### src/rtl/display_pkg.sv
`default_nettype none
// ============================================================================
//  Module      : display_pkg
//  Description : Shared 7-segment bit positions, digit glyphs and frame sizes
//                for the serial display link (transmit and receive sides).
//  Revision    : 1.0 - initial release
// ============================================================================
package display_pkg;

    localparam int SEG_A  = 0;
    localparam int SEG_B  = 1;
    localparam int SEG_C  = 2;
    localparam int SEG_D  = 3;
    localparam int SEG_E  = 4;
    localparam int SEG_F  = 5;
    localparam int SEG_G  = 6;
    localparam int SEG_DP = 7;

    // Glyphs are {g,f,e,d,c,b,a}, active high
    localparam logic [6:0] GLYPH_0     = 7'h3F;
    localparam logic [6:0] GLYPH_1     = 7'h06;
    localparam logic [6:0] GLYPH_2     = 7'h5B;
    localparam logic [6:0] GLYPH_3     = 7'h4F;
    localparam logic [6:0] GLYPH_4     = 7'h66;
    localparam logic [6:0] GLYPH_5     = 7'h6D;
    localparam logic [6:0] GLYPH_6     = 7'h7D;
    localparam logic [6:0] GLYPH_7     = 7'h07;
    localparam logic [6:0] GLYPH_8     = 7'h7F;
    localparam logic [6:0] GLYPH_9     = 7'h6F;
    localparam logic [6:0] GLYPH_6_ALT = 7'h7C;
    localparam logic [6:0] GLYPH_7_ALT = 7'h27;
    localparam logic [6:0] GLYPH_9_ALT = 7'h67;

    localparam int DEFAULT_NUM_DIGITS     = 6;
    localparam int DEFAULT_BITS_PER_DIGIT = 8;

endpackage
`default_nettype wire

### src/rtl/serial_display_receiver_if.sv
`default_nettype none
// ============================================================================
//  Module      : serial_display_receiver_if
//  Description : 3-wire serial display link (data, latch, shift clock).
//  Revision    : 1.0 - initial release
// ============================================================================
interface serial_display_receiver_if;

    logic serial_data;
    logic serial_latch;
    logic serial_clk;

    modport master (output serial_data, serial_latch, serial_clk);
    modport slave  (input  serial_data, serial_latch, serial_clk);

endinterface
`default_nettype wire

### src/rtl/seg7_decoder.sv
`default_nettype none
// ============================================================================
//  Module      : seg7_decoder
//  Description : Combinational 7-segment glyph to BCD decode with invalid flag.
//  Revision    : 1.0 - initial release
// ============================================================================
module seg7_decoder
    import display_pkg::*;
(
    input  wire logic [6:0] i_segments,
    output logic      [3:0] o_bcd,
    output logic            o_invalid
);

    always_comb begin
        o_bcd     = 4'd0;
        o_invalid = 1'b0;
        case (i_segments)
            GLYPH_0:     o_bcd = 4'd0;
            GLYPH_1:     o_bcd = 4'd1;
            GLYPH_2:     o_bcd = 4'd2;
            GLYPH_3:     o_bcd = 4'd3;
            GLYPH_4:     o_bcd = 4'd4;
            GLYPH_5:     o_bcd = 4'd5;
            GLYPH_6:     o_bcd = 4'd6;
            GLYPH_7:     o_bcd = 4'd7;
            GLYPH_8:     o_bcd = 4'd8;
            GLYPH_9:     o_bcd = 4'd9;
            GLYPH_6_ALT: o_bcd = 4'd6;
            GLYPH_7_ALT: o_bcd = 4'd7;
            GLYPH_9_ALT: o_bcd = 4'd9;
            default:     o_invalid = 1'b1;
        endcase
    end

endmodule
`default_nettype wire

### src/rtl/serial_display_receiver.sv
`default_nettype none
// ============================================================================
//  Module      : serial_display_receiver
//  Description : Oversampling receiver for the serial display link; shifts in
//                a frame, transfers it on latch and decodes each digit.
//  Revision    : 1.0 - initial release
// ============================================================================
module serial_display_receiver
    import display_pkg::*;
#(
    parameter int NUM_DIGITS     = DEFAULT_NUM_DIGITS,
    parameter int BITS_PER_DIGIT = DEFAULT_BITS_PER_DIGIT
) (
    input  wire logic                                 i_clk,
    input  wire logic                                 i_reset_n,
    input  wire logic                                 i_en,
    serial_display_receiver_if.slave                  link,
    output logic [NUM_DIGITS*BITS_PER_DIGIT-1:0]      o_segments,
    output logic [4*NUM_DIGITS-1:0]                   o_digits,
    output logic [NUM_DIGITS-1:0]                     o_digit_invalid,
    output logic [NUM_DIGITS-1:0]                     o_dp,
    output logic                                      o_frame_valid,
    output logic                                      o_frame_error
);

    localparam int FRAME_BITS = NUM_DIGITS * BITS_PER_DIGIT;
    localparam int c_COUNT_W  = $clog2(FRAME_BITS + 2);
    localparam logic [c_COUNT_W-1:0] c_COUNT_FULL = c_COUNT_W'(FRAME_BITS);
    localparam logic [c_COUNT_W-1:0] c_COUNT_MAX  = c_COUNT_W'(FRAME_BITS + 1);

    logic [1:0]            r_data_sync;
    logic [2:0]            r_sclk_sync;
    logic [2:0]            r_latch_sync;
    logic [FRAME_BITS-1:0] r_shift;
    logic [c_COUNT_W-1:0]  r_count;
    logic [FRAME_BITS-1:0] r_segments;
    logic                  r_frame_valid;
    logic                  r_frame_error;

    logic                  w_shift_fire;
    logic                  w_latch_fire;
    logic [FRAME_BITS-1:0] w_shift_next;
    logic [c_COUNT_W-1:0]  w_count_next;

    assign w_shift_fire = i_en & r_sclk_sync[1]  & ~r_sclk_sync[2];
    assign w_latch_fire = i_en & r_latch_sync[1] & ~r_latch_sync[2];

    // A same-cycle latch sees the post-shift frame and count
    always_comb begin
        w_shift_next = r_shift;
        w_count_next = r_count;
        if (w_shift_fire) begin
            w_shift_next = {r_shift[FRAME_BITS-2:0], r_data_sync[1]};
            if (r_count != c_COUNT_MAX) begin
                w_count_next = r_count + 1'b1;
            end
        end
    end

    always_ff @(posedge i_clk or negedge i_reset_n) begin
        if (!i_reset_n) begin
            r_data_sync   <= '0;
            r_sclk_sync   <= '0;
            r_latch_sync  <= '0;
            r_shift       <= '0;
            r_count       <= '0;
            r_segments    <= '0;
            r_frame_valid <= 1'b0;
            r_frame_error <= 1'b0;
        end else begin
            r_data_sync   <= {r_data_sync[0], link.serial_data};
            r_sclk_sync   <= {r_sclk_sync[1:0], link.serial_clk};
            r_latch_sync  <= {r_latch_sync[1:0], link.serial_latch};
            r_shift       <= w_shift_next;
            r_frame_valid <= 1'b0;
            r_frame_error <= 1'b0;
            if (w_latch_fire) begin
                r_count <= '0;
                if (w_count_next == c_COUNT_FULL) begin
                    r_segments    <= w_shift_next;
                    r_frame_valid <= 1'b1;
                end else begin
                    r_frame_error <= 1'b1;
                end
            end else begin
                r_count <= w_count_next;
            end
        end
    end

    assign o_segments    = r_segments;
    assign o_frame_valid = r_frame_valid;
    assign o_frame_error = r_frame_error;

    // Digit 0 occupies the most significant slice of every output vector
    for (genvar gi = 0; gi < NUM_DIGITS; gi++) begin : g_digit
        localparam int c_BYTE_LSB = BITS_PER_DIGIT * (NUM_DIGITS - 1 - gi);
        localparam int c_NIB_LSB  = 4 * (NUM_DIGITS - 1 - gi);

        seg7_decoder u_seg7_decoder (
            .i_segments (r_segments[c_BYTE_LSB + SEG_A +: 7]),
            .o_bcd      (o_digits[c_NIB_LSB +: 4]),
            .o_invalid  (o_digit_invalid[NUM_DIGITS - 1 - gi])
        );

        assign o_dp[NUM_DIGITS - 1 - gi] = r_segments[c_BYTE_LSB + SEG_DP];
    end

endmodule
`default_nettype wire
### src/flat_wrapper.sv
// flat-port wrapper written by rule: the top's interface ports become plain ports
module serial_display_receiver_flat import display_pkg::*;
#(
    parameter int NUM_DIGITS     = DEFAULT_NUM_DIGITS,
    parameter int BITS_PER_DIGIT = DEFAULT_BITS_PER_DIGIT
)
  (i_clk, i_reset_n, i_en, o_segments, o_digits, o_digit_invalid, o_dp, o_frame_valid, o_frame_error, link_serial_data, link_serial_latch, link_serial_clk);
  serial_display_receiver_if link_i ();
  input  wire logic i_clk;
  input  wire logic i_reset_n;
  input  wire logic i_en;
  output logic [NUM_DIGITS*BITS_PER_DIGIT-1:0] o_segments;
  output logic [4*NUM_DIGITS-1:0] o_digits;
  output logic [NUM_DIGITS-1:0] o_digit_invalid;
  output logic [NUM_DIGITS-1:0] o_dp;
  output logic o_frame_valid;
  output logic o_frame_error;
  input wire logic [$bits(link_i.serial_data)-1:0] link_serial_data;
  input wire logic [$bits(link_i.serial_latch)-1:0] link_serial_latch;
  input wire logic [$bits(link_i.serial_clk)-1:0] link_serial_clk;
  assign link_i.serial_data = link_serial_data;
  assign link_i.serial_latch = link_serial_latch;
  assign link_i.serial_clk = link_serial_clk;
  serial_display_receiver #(.NUM_DIGITS(NUM_DIGITS), .BITS_PER_DIGIT(BITS_PER_DIGIT)) u_core (.i_clk(i_clk), .i_reset_n(i_reset_n), .i_en(i_en), .link(link_i), .o_segments(o_segments), .o_digits(o_digits), .o_digit_invalid(o_digit_invalid), .o_dp(o_dp), .o_frame_valid(o_frame_valid), .o_frame_error(o_frame_error));
endmodule
### config.mk
export PLATFORM = sky130hd
export DESIGN_NAME = serial_display_receiver_flat
export DESIGN_NICKNAME = d
export VERILOG_FILES = /design/src/rtl/display_pkg.sv /design/src/rtl/serial_display_receiver_if.sv /design/src/rtl/seg7_decoder.sv /design/src/rtl/serial_display_receiver.sv /design/src/flat_wrapper.sv
export SDC_FILE = /design/constraint.sdc
export NUM_CORES = 1
export LEC_CHECK = 0
export BUFFER_PORTS_ARGS = -buffer_cell sky130_fd_sc_hd__buf_2
export CORE_MARGIN = 8
export CORE_UTILIZATION = 61
export DETAILED_ROUTE_END_ITERATION = 8
export HOLD_SLACK_MARGIN = 0.15
export PLACE_DENSITY = 0.85
export SKIP_CTS_REPAIR_TIMING = 1
export SKIP_LAST_GASP = 1
export SYNTH_ARGS = -nofsm -noshare
export SYNTH_HDL_FRONTEND = slang
export SYNTH_SLANG_ARGS = --single-unit
export TNS_END_PERCENT = 5
### constraint.sdc
create_clock -name i_clk -period 5.3 [get_ports i_clk]
set_input_delay 0.265 -clock i_clk [delete_from_list [all_inputs] [get_ports i_clk]]
set_output_delay 0.265 -clock i_clk [all_outputs]
set_load 0.1 [all_outputs]
==> impl_metrics.json <==
{
  "ys_seq_area_share_pct": 48.94,
  "clock.fmax_ghz": 0.2922,
  "die_h_um": 112.9,
  "grt_pass1_vias": 4433,
  "die_w_um": 112.9,
  "p_per_area_nw_per_um2": 239.4,
  "num_rows": 35,
  "core_area_um2": 9196,
  "gr-total-overflow": 0,
  "diodes": 0,
  "tns_ns": 0,
  "num_io_pins": 92,
  "end_kind": "flip-flop",
  "clockRootBuffer": "clkbuf_8",
  "detail_route.wl_per_cell_um": 15.34,
  "dpl.hpwl_mm": 8.163,
  "worst_ep_arrival_time_ns": 3.68,
  "ys_top_cells_by_area": "dfrtp_1 49%, nand2_1 11%, mux2_2 8.1%",
  "path_cells": "nand3b_1 > buf_4 > or2_2 > a211oi_2 > nor4b_4 > buf_12 > mux2_2",
  "report.final.slew_viol_count": 0,
  "dpl_cell_area_um2": 6055,
  "area_growth_pct": 10.03,
  "dieArea_um2": 12740,
  "yosysTopAreaCell": "dfrtp_1",
  "synthArstFlopShare_pct": 100.0,
  "worstMarginPinSlew_ns": 0.9477,
  "setup_ws_ns": 1.878,
  "cpPeakStageDelay_ns": 0.85,
  "vias": 4483,
  "synth_cell_type_count": 57,
  "gp_congestion": 0.8299,
  "htreeDepth": 3,
  "start_util_pct": 62.27,
  "synth_ff_type": "dfrtp_1",
  "yosys_warnings": 0,
  "numCtsBuffers": 9,
  "holdCritPathClass": "input pin to flip-flop",
  "grt_max_degree": 69,
  "hold_viol_final": 0,
  "netlist_top_cells_count": "169 x nand2_1, 112 x dfrtp_1, 41 x mux2_2",
  "grt_pass1_wl_mm": 20.13,
  "final_area_um2": 6301,
  "cts_sinks": 112,
  "fin_crit_sh_pct": 64.57,
  "required_ns": 5.56,
  "grtUsageTotal_pct": 18.98,
  "synth_area_per_cell_um2": 9.435,
  "pre_cts_slack_ns": 1.832,
  "synth_top_area_share_pct": 48.94,
  "ant_nets": 0,
  "syn_inst": 607,
  "critical_path_class": "flip-flop to flip-flop",
  "crit_fanout": 37,
  "slew_headroom_pct": 36.55,
  "routed_via_density": 5.799,
  "cts_tree": "yes",
  "holdWs_ns": 0.3546,
  "wirelength_mm": 11.86,
  "ir_worst_vdd_uv": 120.1,
  "outcome": "completed",
  "drtPass1Iterations": 5,
  "synth_nets": 615,
  "period_minus_slack_ns": 3.422,
  "synth.most_common_cell": "nand2_1",
  "syn_area_um2": 5727,
  "drc": 0,
  "start_kind": "flip-flop",
  "drv_cap": 0,
  "static-leakage-power_nw": 3.246,
  "clk_pin_slew_ns": 0.10,
  "antenna_found_initial": 0,
  "synth_edf_count": 0,
  "drive_gt1_share_pct": 25.38,
  "crit_slowest_cell": "nor4b_4",
  "finClkSkew_ns": 0.01587,
  "clock_latency_ns": 0.38,
  "portBuffers": 91,
  "setup_viol": 0,
  "rsz0062_at_grt": "no",
  "layout.nets": 665,
  "ys_ff_latch": 112,
  "clockBufferDepth": 2,
  "placedCellCount": 753,
  "final_cell_count_no_fill": 773,
  "drt_iter0_drc": 364
}
==> cells in the final DEF, fill, tap and decap left out, types with 3 or more instances in the layout <==
master         count
buf_4              3
nor3_1            19
o31ai_1            3
clkinv_4           3
xnor2_1            4
nand3_1           22
nand2_1          169
o21ai_0           19
inv_1             10
a211oi_1           3
nor3b_1            3
nand4_1            5
nor2_1            24
dlygate4sd3_1      4
and2_1             3
a32oi_1            3
nor2b_1           16
mux2i_1            7
a21oi_1           14
dfrtp_1          112
mux2_2            41
clkbuf_8          10
o211ai_1           3
and3_1             6
a22oi_1            3
mux2_4             9
buf_2             90
xor2_1             4
nand2b_1           6
nor4_1             3
==> layout make-up <==
type | count | area (µm²)
Clock buffer | 11 | 141.4
Inverter | 10 | 37.54
Timing Repair Buffer | 98 | 533.0
Multi-Input combinational cell | 426 | 2582
Sequential cell | 112 | 2803
Tap cell | 111 | 138.9
Clock inverter | 5 | 65.06
Fill cell | 705 | 2895
==> where the power goes <==
group / switching, mW / internal [mW] / total (mW)
clock network: 0.283 / 0.236 / 0.519
logic: 0.0604 / 0.0292 / 0.0896
registers: 0.0209 / 0.878 / 0.899
total: 0.364 / 1.14 / 1.51
==> final timing paths <==
kind | from | end | slack [ns] | depth (start not counted)
max | u_core.r_sclk_sync[1] | u_core.o_segments[23] | 1.88 | 7
min in group asynchronous | i_reset_n | u_core.o_segments[47] | 0.42 | 2
max reg2reg | u_core.r_sclk_sync[1] | u_core.o_segments[23] | 1.88 | 7
min reg2reg | u_core.r_latch_sync[0] | u_core.r_latch_sync[1] | 0.36 | 0
max in group asynchronous | i_reset_n | u_core.o_segments[23] | 3.69 | 3
min | i_en | u_core.r_count[2] | 0.35 | 4
==> registers in the layout, summed over array words and instances, names as in the netlist <==
name,cells
u_core.o_segments,48
u_core.o_frame_error,1
u_core.r_data_sync,2
u_core.r_sclk_sync,3
u_core.r_shift,48
u_core.r_count,6
u_core.r_latch_sync,3
u_core.o_frame_valid,1
==> metrics by stage <==
step / power, mW / util [%]
after floorplan: 0.9689 / -
after global placement: 0.9963 / 65.84
after detailed placement: 1.003 / 65.84
after CTS: 1.512 / 68.08
after global routing: 1.562 / 68.52
final: 1.508 / 68.52
==> critical path: cells and delay by family, from the launching register on <==
family / cells / cell delay (ns)
AND/OR/NAND/NOR: 3 / 1.63
buffers and inverters: 2 / 0.78
flip-flops: 1 / 0.41
multiplexers: 1 / 0.37
AO/OA/AOI/OAI: 1 / 0.09
==> routing by layer <==
layer  global-route usage [%]  vias to the layer above  share of wire (%)
met5                        0                        -                  0
met4                    9.414                        0                2.2
met3                    3.781                       20                5.0
met2                    32.72                      129                 50
met1                    22.18                     2180                 43
li1                         -                     2154                  -
==> kinds of logic (layout without fill, tap and decap cells) <==
| logic type | Yosys count | in the layout | synth area share, % |
|---|---|---|---|
| adders and majority gates | 2 | 2 | 0.4369 |
| muxes | 57 | 57 | 11.65 |
| and+or+nand+nor | 289 | 289 | 23.25 |
| DFF | 112 | 112 | 48.94 |
| buffers and inverters | 69 | 124 | 5.986 |
| xor gates and xnor gates | 8 | 8 | 1.223 |
| AOI/OAI and AO/OA | 70 | 70 | 8.521 |
Note: power is estimated with default switching activity, not from simulation.
